<file path="config.mk">
export PLATFORM = sky130hd
export DESIGN_NAME = ibox_sequencer
export DESIGN_NICKNAME = d
export VERILOG_FILES = /design/src/rtl/ibox_sequencer.sv
export SDC_FILE = /design/constraint.sdc
export NUM_CORES = 1
export LEC_CHECK = 0
export CORE_AREA = 2 2 243 245
export CTS_CLUSTER_SIZE = 25
export DETAILED_ROUTE_END_ITERATION = 7
export DIE_AREA = 0 0 245 247
export PLACE_DENSITY = 0.54
export SYNTH_ARGS = -nofsm -noshare
export SYNTH_HDL_FRONTEND = slang
export SYNTH_SLANG_ARGS = --single-unit
</file>
<file path="constraint.sdc">
create_clock -name clk -period 15.4 [get_ports clk]
set_input_delay 3.85 -clock clk [delete_from_list [all_inputs] [get_ports clk]]
set_output_delay 3.85 -clock clk [all_outputs]
set_load 0.01 [all_outputs]
</file>
<file path="src/rtl/ibox_sequencer.sv">
// ibox_sequencer: shares one combinational integer execute unit between two
// requesters. Round-robin grant, operands held for the op latency, result
// and overflow trap returned on a valid/ready port with source id and tag.
module ibox_sequencer #(
  parameter int TAG_W   = 4,
  parameter int MUL_LAT = 4,
  parameter int ALU_LAT = 1
) (
  input  logic              clk,
  input  logic              reset,
  input  logic              req0_valid,
  output logic              req0_ready,
  input  logic [31:0]       req0_ctrl,
  input  logic [63:0]       req0_a,
  input  logic [63:0]       req0_b,
  input  logic [TAG_W-1:0]  req0_tag,
  input  logic              req1_valid,
  output logic              req1_ready,
  input  logic [31:0]       req1_ctrl,
  input  logic [63:0]       req1_a,
  input  logic [63:0]       req1_b,
  input  logic [TAG_W-1:0]  req1_tag,
  output logic [63:0]       ibox_a,
  output logic [63:0]       ibox_b,
  output logic [31:0]       ibox_control,
  input  logic [63:0]       ibox_result,
  input  logic              ibox_flag,
  output logic              out_valid,
  input  logic              out_ready,
  output logic [63:0]       out_result,
  output logic              out_trap,
  output logic              out_src,
  output logic [TAG_W-1:0]  out_tag,
  input  logic              flush,
  output logic              busy
);

  typedef enum logic [1:0] {
    IDLE = 2'd0,
    EXEC = 2'd1,
    DONE = 2'd2
  } state_t;

  // Counter is loaded with LAT-1; latencies are limited to 1..15.
  localparam logic [3:0] MUL_LOAD = 4'(MUL_LAT - 1);
  localparam logic [3:0] ALU_LOAD = 4'(ALU_LAT - 1);

  state_t             state;
  state_t             state_nxt;
  logic               ptr;
  logic [3:0]         cnt;

  logic               any_valid;
  logic               gnt_id;
  logic [31:0]        gnt_ctrl;
  logic [63:0]        gnt_a;
  logic [63:0]        gnt_b;
  logic [TAG_W-1:0]   gnt_tag;
  logic [4:0]         gnt_alu;
  logic               gnt_mul;
  logic [3:0]         lat_load;

  logic               accept;
  logic               capture;

  // Round-robin grant: the pointer side wins when both requesters are valid.
  always_comb begin
    any_valid = req0_valid | req1_valid;
    if (ptr) begin
      gnt_id = req1_valid ? 1'b1 : 1'b0;
    end else begin
      gnt_id = req0_valid ? 1'b0 : 1'b1;
    end
    gnt_ctrl = gnt_id ? req1_ctrl : req0_ctrl;
    gnt_a    = gnt_id ? req1_a    : req0_a;
    gnt_b    = gnt_id ? req1_b    : req0_b;
    gnt_tag  = gnt_id ? req1_tag  : req0_tag;
    gnt_alu  = gnt_ctrl[23:19];
    gnt_mul  = (gnt_alu == 5'd7) || (gnt_alu == 5'd8) || (gnt_alu == 5'd9);
    lat_load = gnt_mul ? MUL_LOAD : ALU_LOAD;
  end

  // Next-state logic; flush takes priority over counter expiry and out_ready.
  always_comb begin
    state_nxt = state;
    accept    = 1'b0;
    capture   = 1'b0;
    case (state)
      IDLE: begin
        if (!flush && any_valid) begin
          accept    = 1'b1;
          state_nxt = EXEC;
        end
      end
      EXEC: begin
        if (flush) begin
          state_nxt = IDLE;
        end else if (cnt == 4'd0) begin
          capture   = 1'b1;
          state_nxt = DONE;
        end
      end
      DONE: begin
        if (flush || out_ready) begin
          state_nxt = IDLE;
        end
      end
      default: state_nxt = IDLE;
    endcase
  end

  // Ready depends only on registered state, flush and the valid inputs.
  assign req0_ready = accept & ~gnt_id;
  assign req1_ready = accept &  gnt_id;
  assign out_valid  = (state == DONE);
  assign busy       = (state != IDLE);

  // State register.
  always_ff @(posedge clk or posedge reset) begin
    if (reset) begin
      state <= IDLE;
    end else begin
      state <= state_nxt;
    end
  end

  // Control state: grant pointer and latency counter.
  always_ff @(posedge clk or posedge reset) begin
    if (reset) begin
      ptr <= 1'b0;
      cnt <= 4'd0;
    end else if (accept) begin
      ptr <= ~gnt_id;
      cnt <= lat_load;
    end else if ((state == EXEC) && !flush && (cnt != 4'd0)) begin
      cnt <= cnt - 4'd1;
    end
  end

  // Operand, control word and tag capture at accept; held until next accept.
  always_ff @(posedge clk or posedge reset) begin
    if (reset) begin
      ibox_a       <= '0;
      ibox_b       <= '0;
      ibox_control <= '0;
      out_src      <= 1'b0;
      out_tag      <= '0;
    end else if (accept) begin
      ibox_a       <= gnt_a;
      ibox_b       <= gnt_b;
      ibox_control <= gnt_ctrl;
      out_src      <= gnt_id;
      out_tag      <= gnt_tag;
    end
  end

  // Result and trap capture on the last execute cycle.
  always_ff @(posedge clk or posedge reset) begin
    if (reset) begin
      out_result <= '0;
      out_trap   <= 1'b0;
    end else if (capture) begin
      out_result <= ibox_result;
      out_trap   <= ibox_flag;
    end
  end

endmodule

</file>
==> flow_summary.toml, run 1 <==
[placement]
placed_area_sq_um = 17400
dp_hpwl_mm = 28.9
place_inst = 2254
gp_congestion = 0.758
io_buffers = 632

[global_routing]
antenna_found_initial = 2
grt_max_degree = 108
grt_overflow = 0
grt_use_total_pct = 11.6
grt_pass1_wl_mm = 54.2
grt_pass1_vias = 9000

[timing]
worstMarginPinSlew_ps = 989
final-max-slew-violation-count = 0
rsz0062_at_grt = "no"
hold_viol = 0
finalSetupTns_ps = 0
layout_min_cycle_time_ps = 9670
worst_clock_skew_ps = 10.5
timing.final.crit_share_pct = 62.8
slew_headroom_pct = 34.1
fmax_mhz = 103
setup_viol = 0

[routing]
wl_per_cell_um = 16.2
num_vias = 8867
first_iter_violations = 212
postRouteAntennaNets = 0
vias_per_cell = 3.84
routed_wl_mm = 37.3
drcViolationCount = 0
dr.pass1.iters = 4

[synthesis]
async_reset_ff_share_pct = 100
synth_edf_count = 0
netlist-cell-type-count = 34
syn_nets = 1303
syn_inst = 903
avgSynthCellArea_sq_um = 11.6
yosys_warnings = 0
ys_seq_area_share_pct = 56.5
ys_ff_latch = 237
synthesis.area_sq_um = 10500
synthFlopType = "dfrtp_1"

[power_and_ir_drop]
power.total_mw = 3.39
ir_worst_vdd_mv = 0.0732
power.density_nw_per_um2 = 183
leakage_nw = 8.03

[floorplan]
pin_count = 633
die_w_um = 245
dieArea_sq_um = 60500
fp.coreArea_sq_um = 58200
die_height_um = 247
floorplan.rows = 89
initial_core_util_pct = 18.0

[cts]
clock_latency_ps = 560
post_cts_buffers = 0
clockBufferDepth = 3
hold_buffers = 0
cts_root_buf = "clkbuf_16"
clk_pin_slew_ps = 60
cts_resized = 0
cts_buffers = 28
h-tree-depth = 1
cts_tree = "yes"
numClockSinks = 237

[run]
drv_cap = 0

[worst_setup_path]
cp-end-kind = "output pin"
start_kind = "primary input"
critPathMaxFanout = 69
cp.arrival_ps = 5820
critical_path_class = "in -> out"
crit_required_ps = 11550

[worst_hold_path]
min_path_type = "reg -> reg"

[status]
status = "finished clean"

[cells_and_area]
drive_gt1_share_pct = 8.55
multi_input_comb_area_sq_um = 4090
seqCellArea_sq_um = 5930
synthToLayoutAreaGrowth_pct = 76.2
nNetsFinal = 1911
fillers = 6009
final_cell_area_sq_um = 18500
finish.utilization_pct = 31.7
final_cells = 2307
==> registers in the layout (all words and copies together), names as in the netlist <==
signal	flops
ibox_b	64
out_result	64
out_tag	4
out_src	1
cnt	4
ptr	1
out_trap	1
ibox_a	64
ibox_control	32
state	2
==> layout by cell type (no fill, tap or decap), types with 3 or more instances in the layout <==
cell type	count
clkdlybuf4s50_1	632
dfrtp_1	237
nand2_1	168
mux2i_1	164
o21ai_1	156
mux2_2	65
clkbuf_16	28
o21ai_0	9
buf_4	9
bufinv_16	8
nor2_1	7
clkbuf_8	6
a21oi_1	4
clkbuf_1	4
inv_1	3
clkinv_2	3
==> kinds of logic after synthesis <==
kind of cell               after synthesis  share of synthesized area (%)
DFF                                    237                           56.5
muxes                                  229                           22.6
and+or+nand+nor                        194                           7.52
AOI/OAI and AO/OA                      172                           8.34
buffers and inverters                   67                           4.60
xor gates and xnor gates                 3                          0.251
adders and majority gates                1                          0.119
==> through the flow <==
stage | hold slack, ps | worst slack (ps)
CTS | 488 | 5680
floorplan | 463 | 5050
detailed placement | 474 | 5680
global placement | 461 | 5690
global route | 507 | 5630
finish | 481 | 5730
==> routing by layer <==
layer,routed length [um],vias up,track usage [%]
li1,-,4333,-
met2,18900,333,21.0
met3,2990,43,2.84
met5,0,-,0
met4,741,0,3.26
met1,14700,4158,13.5
==> cell usage after synthesis, types with 2 or more instances <==
| master | count | share of area, % |
|---|---|---|
| a21oi_1 | 4 | 0.19 |
| and2_1 | 2 | 0.12 |
| buf_2 | 20 | 0.95 |
| buf_6 | 22 | 2.4 |
| clkbuf_1 | 17 | 0.61 |
| dfrtp_1 | 237 | 57 |
| inv_1 | 4 | 0.14 |
| mux2_2 | 65 | 7.0 |
| mux2i_1 | 164 | 16 |
| nand2_1 | 168 | 6.0 |
| nand2b_1 | 2 | 0.12 |
| nand3_1 | 2 | 0.095 |
| nand4b_1 | 2 | 0.17 |
| nor2_1 | 7 | 0.25 |
| nor3_1 | 2 | 0.095 |
| nor3b_1 | 2 | 0.14 |
| o21ai_0 | 9 | 0.43 |
| o21ai_1 | 156 | 7.4 |
| or2_2 | 2 | 0.12 |
| xor2_1 | 2 | 0.17 |
==> final timing paths <==
check / start / depth (start not counted) / to / slack (ps)
max reg2reg: ptr / 6 / ibox_b[43] / 12220
max in group asynchronous: reset / 3 / ibox_b[8] / 10100
min: ibox_control[1] / 2 / ibox_control[1] / 480
min reg2reg: ibox_control[1] / 2 / ibox_control[1] / 480
min in group asynchronous: reset / 2 / out_result[36] / 3840
max: req1_valid / 5 / req1_ready / 5730
==> critical path, cell delays in order <==
cell and delay (ps):
clkdlybuf4s50_1 500, nor2_1 70, or3_4 630, nor2_1 190
clkdlybuf4s50_1 570
==> final cells by class <==
| class | count | share of cell area [%] |
|---|---|---|
| Timing Repair Buffer | 641 | 34.6 |
| Multi-Input combinational cell | 599 | 22.1 |
| Tap cell | 773 | 5.23 |
| Clock buffer | 38 | 4.32 |
| Antenna cell | 2 | 0.0271 |
| Inverter | 4 | 0.122 |
| Sequential cell | 237 | 32.1 |
| Clock inverter | 13 | 1.52 |
==> power breakdown <==
part	internal, mW	switching, mW	total [mW]
Clock	0.496	0.275	0.770
Combinational	0.862	0.678	1.54
Sequential	0.923	0.158	1.08
Note: power is estimated with default switching activity, not from simulation.
==> inputs of run 2 (changes only) <==
--- a/config.mk
+++ b/config.mk
@@ -9,7 +9,7 @@
 export CTS_CLUSTER_SIZE = 25
 export DETAILED_ROUTE_END_ITERATION = 7
 export DIE_AREA = 0 0 245 247
-export PLACE_DENSITY = 0.54
+export PLACE_DENSITY = 0.56
 export SYNTH_ARGS = -nofsm -noshare
 export SYNTH_HDL_FRONTEND = slang
 export SYNTH_SLANG_ARGS = --single-unit
==> constraint.sdc (replaced) <==
create_clock -name clk -period 8.36 [get_ports clk]
set_input_delay 2.09 -clock clk [delete_from_list [all_inputs] [get_ports clk]]
set_output_delay 2.09 -clock clk [all_outputs]
set_load 0.01 [all_outputs]
==> flow_summary.toml, run 2 (same netlist as run 1, synthesis figures left out) <==
[floorplan]
pin_count = 633
die_w_um = 245
die_height_um = 247
floorplan.rows = 89
fp.coreArea_sq_um = 58200
dieArea_sq_um = 60500
initial_core_util_pct = 18.0

[worst_setup_path]
crit_required_ps = 6270
cp.arrival_ps = 4070
critPathMaxFanout = 68
start_kind = "primary input"
cp-end-kind = "output pin"
critical_path_class = "in -> out"

[cts]
numClockSinks = 237
cts_root_buf = "clkbuf_16"
h-tree-depth = 1
cts_buffers = 28
clockBufferDepth = 3
clk_pin_slew_ps = 60
hold_buffers = 0
clock_latency_ps = 560
cts_tree = "yes"
post_cts_buffers = 0
cts_resized = 0

[power_and_ir_drop]
p_comb_share_pct = 46.3
seqPwrFrac_pct = 32.5
p_int_mw = 4.09
power.total_mw = 6.14
ir_worst_vdd_mv = 0.135
p_sw_mw = 2.05
power.density_nw_per_um2 = 334
p_clk_share_pct = 21.2
switching_share_pct = 33.4
leakage_nw = 8.00

[cells_and_area]
fillers = 5909
drive_gt1_share_pct = 8.67
seqCellArea_sq_um = 5930
nNetsFinal = 1912
final_cell_mix = "clkdlybuf4s50_1 (632), dfrtp_1 (237), nand2_1 (168)"
multi_input_comb_area_sq_um = 4090
final_cell_area_sq_um = 18400
final_cells = 2307
finish.utilization_pct = 31.6
final_common_cell = "clkdlybuf4s50_1"
diodes = 0
reg.largest.list = "ibox_a (64), ibox_b (64), out_result (64)"
synthToLayoutAreaGrowth_pct = 75.5

[global_routing]
grt_max_degree = 113
grt_pass1_vias = 9145
grt_pass1_wl_mm = 54.6
grt_overflow = 0
antenna_found_initial = 0
grt_use_total_pct = 11.6

[timing]
final-max-slew-violation-count = 0
fmax_mhz = 162
finalSetupTns_ps = 0
rsz0062_at_grt = "no"
layout_min_cycle_time_ps = 6160
hold_viol = 0
worst_clock_skew_ps = 23.9
timing.final.crit_share_pct = 73.7
setup_viol = 0
slew_headroom_pct = 31.8
worstMarginPinSlew_ps = 1020

[run]
drv_cap = 0

[routing]
postRouteAntennaNets = 0
dr.pass1.iters = 4
wl_per_cell_um = 16.1
vias_per_cell = 3.85
routed_wl_mm = 37.1
drcViolationCount = 0
first_iter_violations = 229
num_vias = 8874

[status]
status = "finished clean"

[placement]
dp_hpwl_mm = 28.8
placed_area_sq_um = 17400
gp_congestion = 0.809
place_inst = 2255
io_buffers = 632

[worst_hold_path]
min_path_type = "reg -> reg"
run 2: critical path, stage by stage:
cell,delay [ps]
clkdlybuf4s50_1,520
nor2_1,80
or3_4,640
nor2_1,190
clkdlybuf4s50_1,550
run 2: worst paths after layout:
path | from | end | slack, ps | cells past startpoint
setup / recovery | req1_valid | req1_ready | 2200 | 5
hold / removal | ibox_a[57] | ibox_a[57] | 480 | 2
setup reg to reg | state[0] | ibox_a[58] | 5150 | 5
hold reg to reg | ibox_a[57] | ibox_a[57] | 480 | 2
max in group asynchronous | reset | ibox_b[55] | 4870 | 4
min in group asynchronous | reset | out_result[0] | 2050 | 3
run 2: power groups by stage:
stage	Clock (mW)	Combinational, mW	Sequential [mW]
2_1_floorplan	0	1.07	2.24
6_report	1.30	2.84	2.00
3_5_place_dp	0	2.90	2.02
5_1_grt	1.40	3.08	2.07
3_3_place_gp	0	2.88	1.99
4_1_cts	1.35	2.91	2.01
run 2: cell type report:
type | instances | area share (%)
Inverter | 4 | 0.102
Clock inverter | 13 | 0.992
Timing Repair Buffer | 642 | 34.8
Clock buffer | 39 | 4.41
Multi-Input combinational cell | 599 | 22.2
Tap cell | 773 | 5.25
Sequential cell | 237 | 32.2
run 2: per-stage QoR:
step,hold WS (ps),worst slack [ps]
finish,480,2200
global route,505,2110
CTS,488,2170
detailed placement,475,2180
global placement,463,2150
floorplan,463,3070
run 2: metal layers:
layer | wire length (um) | GRT usage, % | share of wire (%)
met4 | 833 | 3.55 | 2.2
met5 | 0 | 0 | 0
met1 | 14000 | 13.0 | 38
met3 | 3440 | 3.69 | 9.3
met2 | 18800 | 20.8 | 51
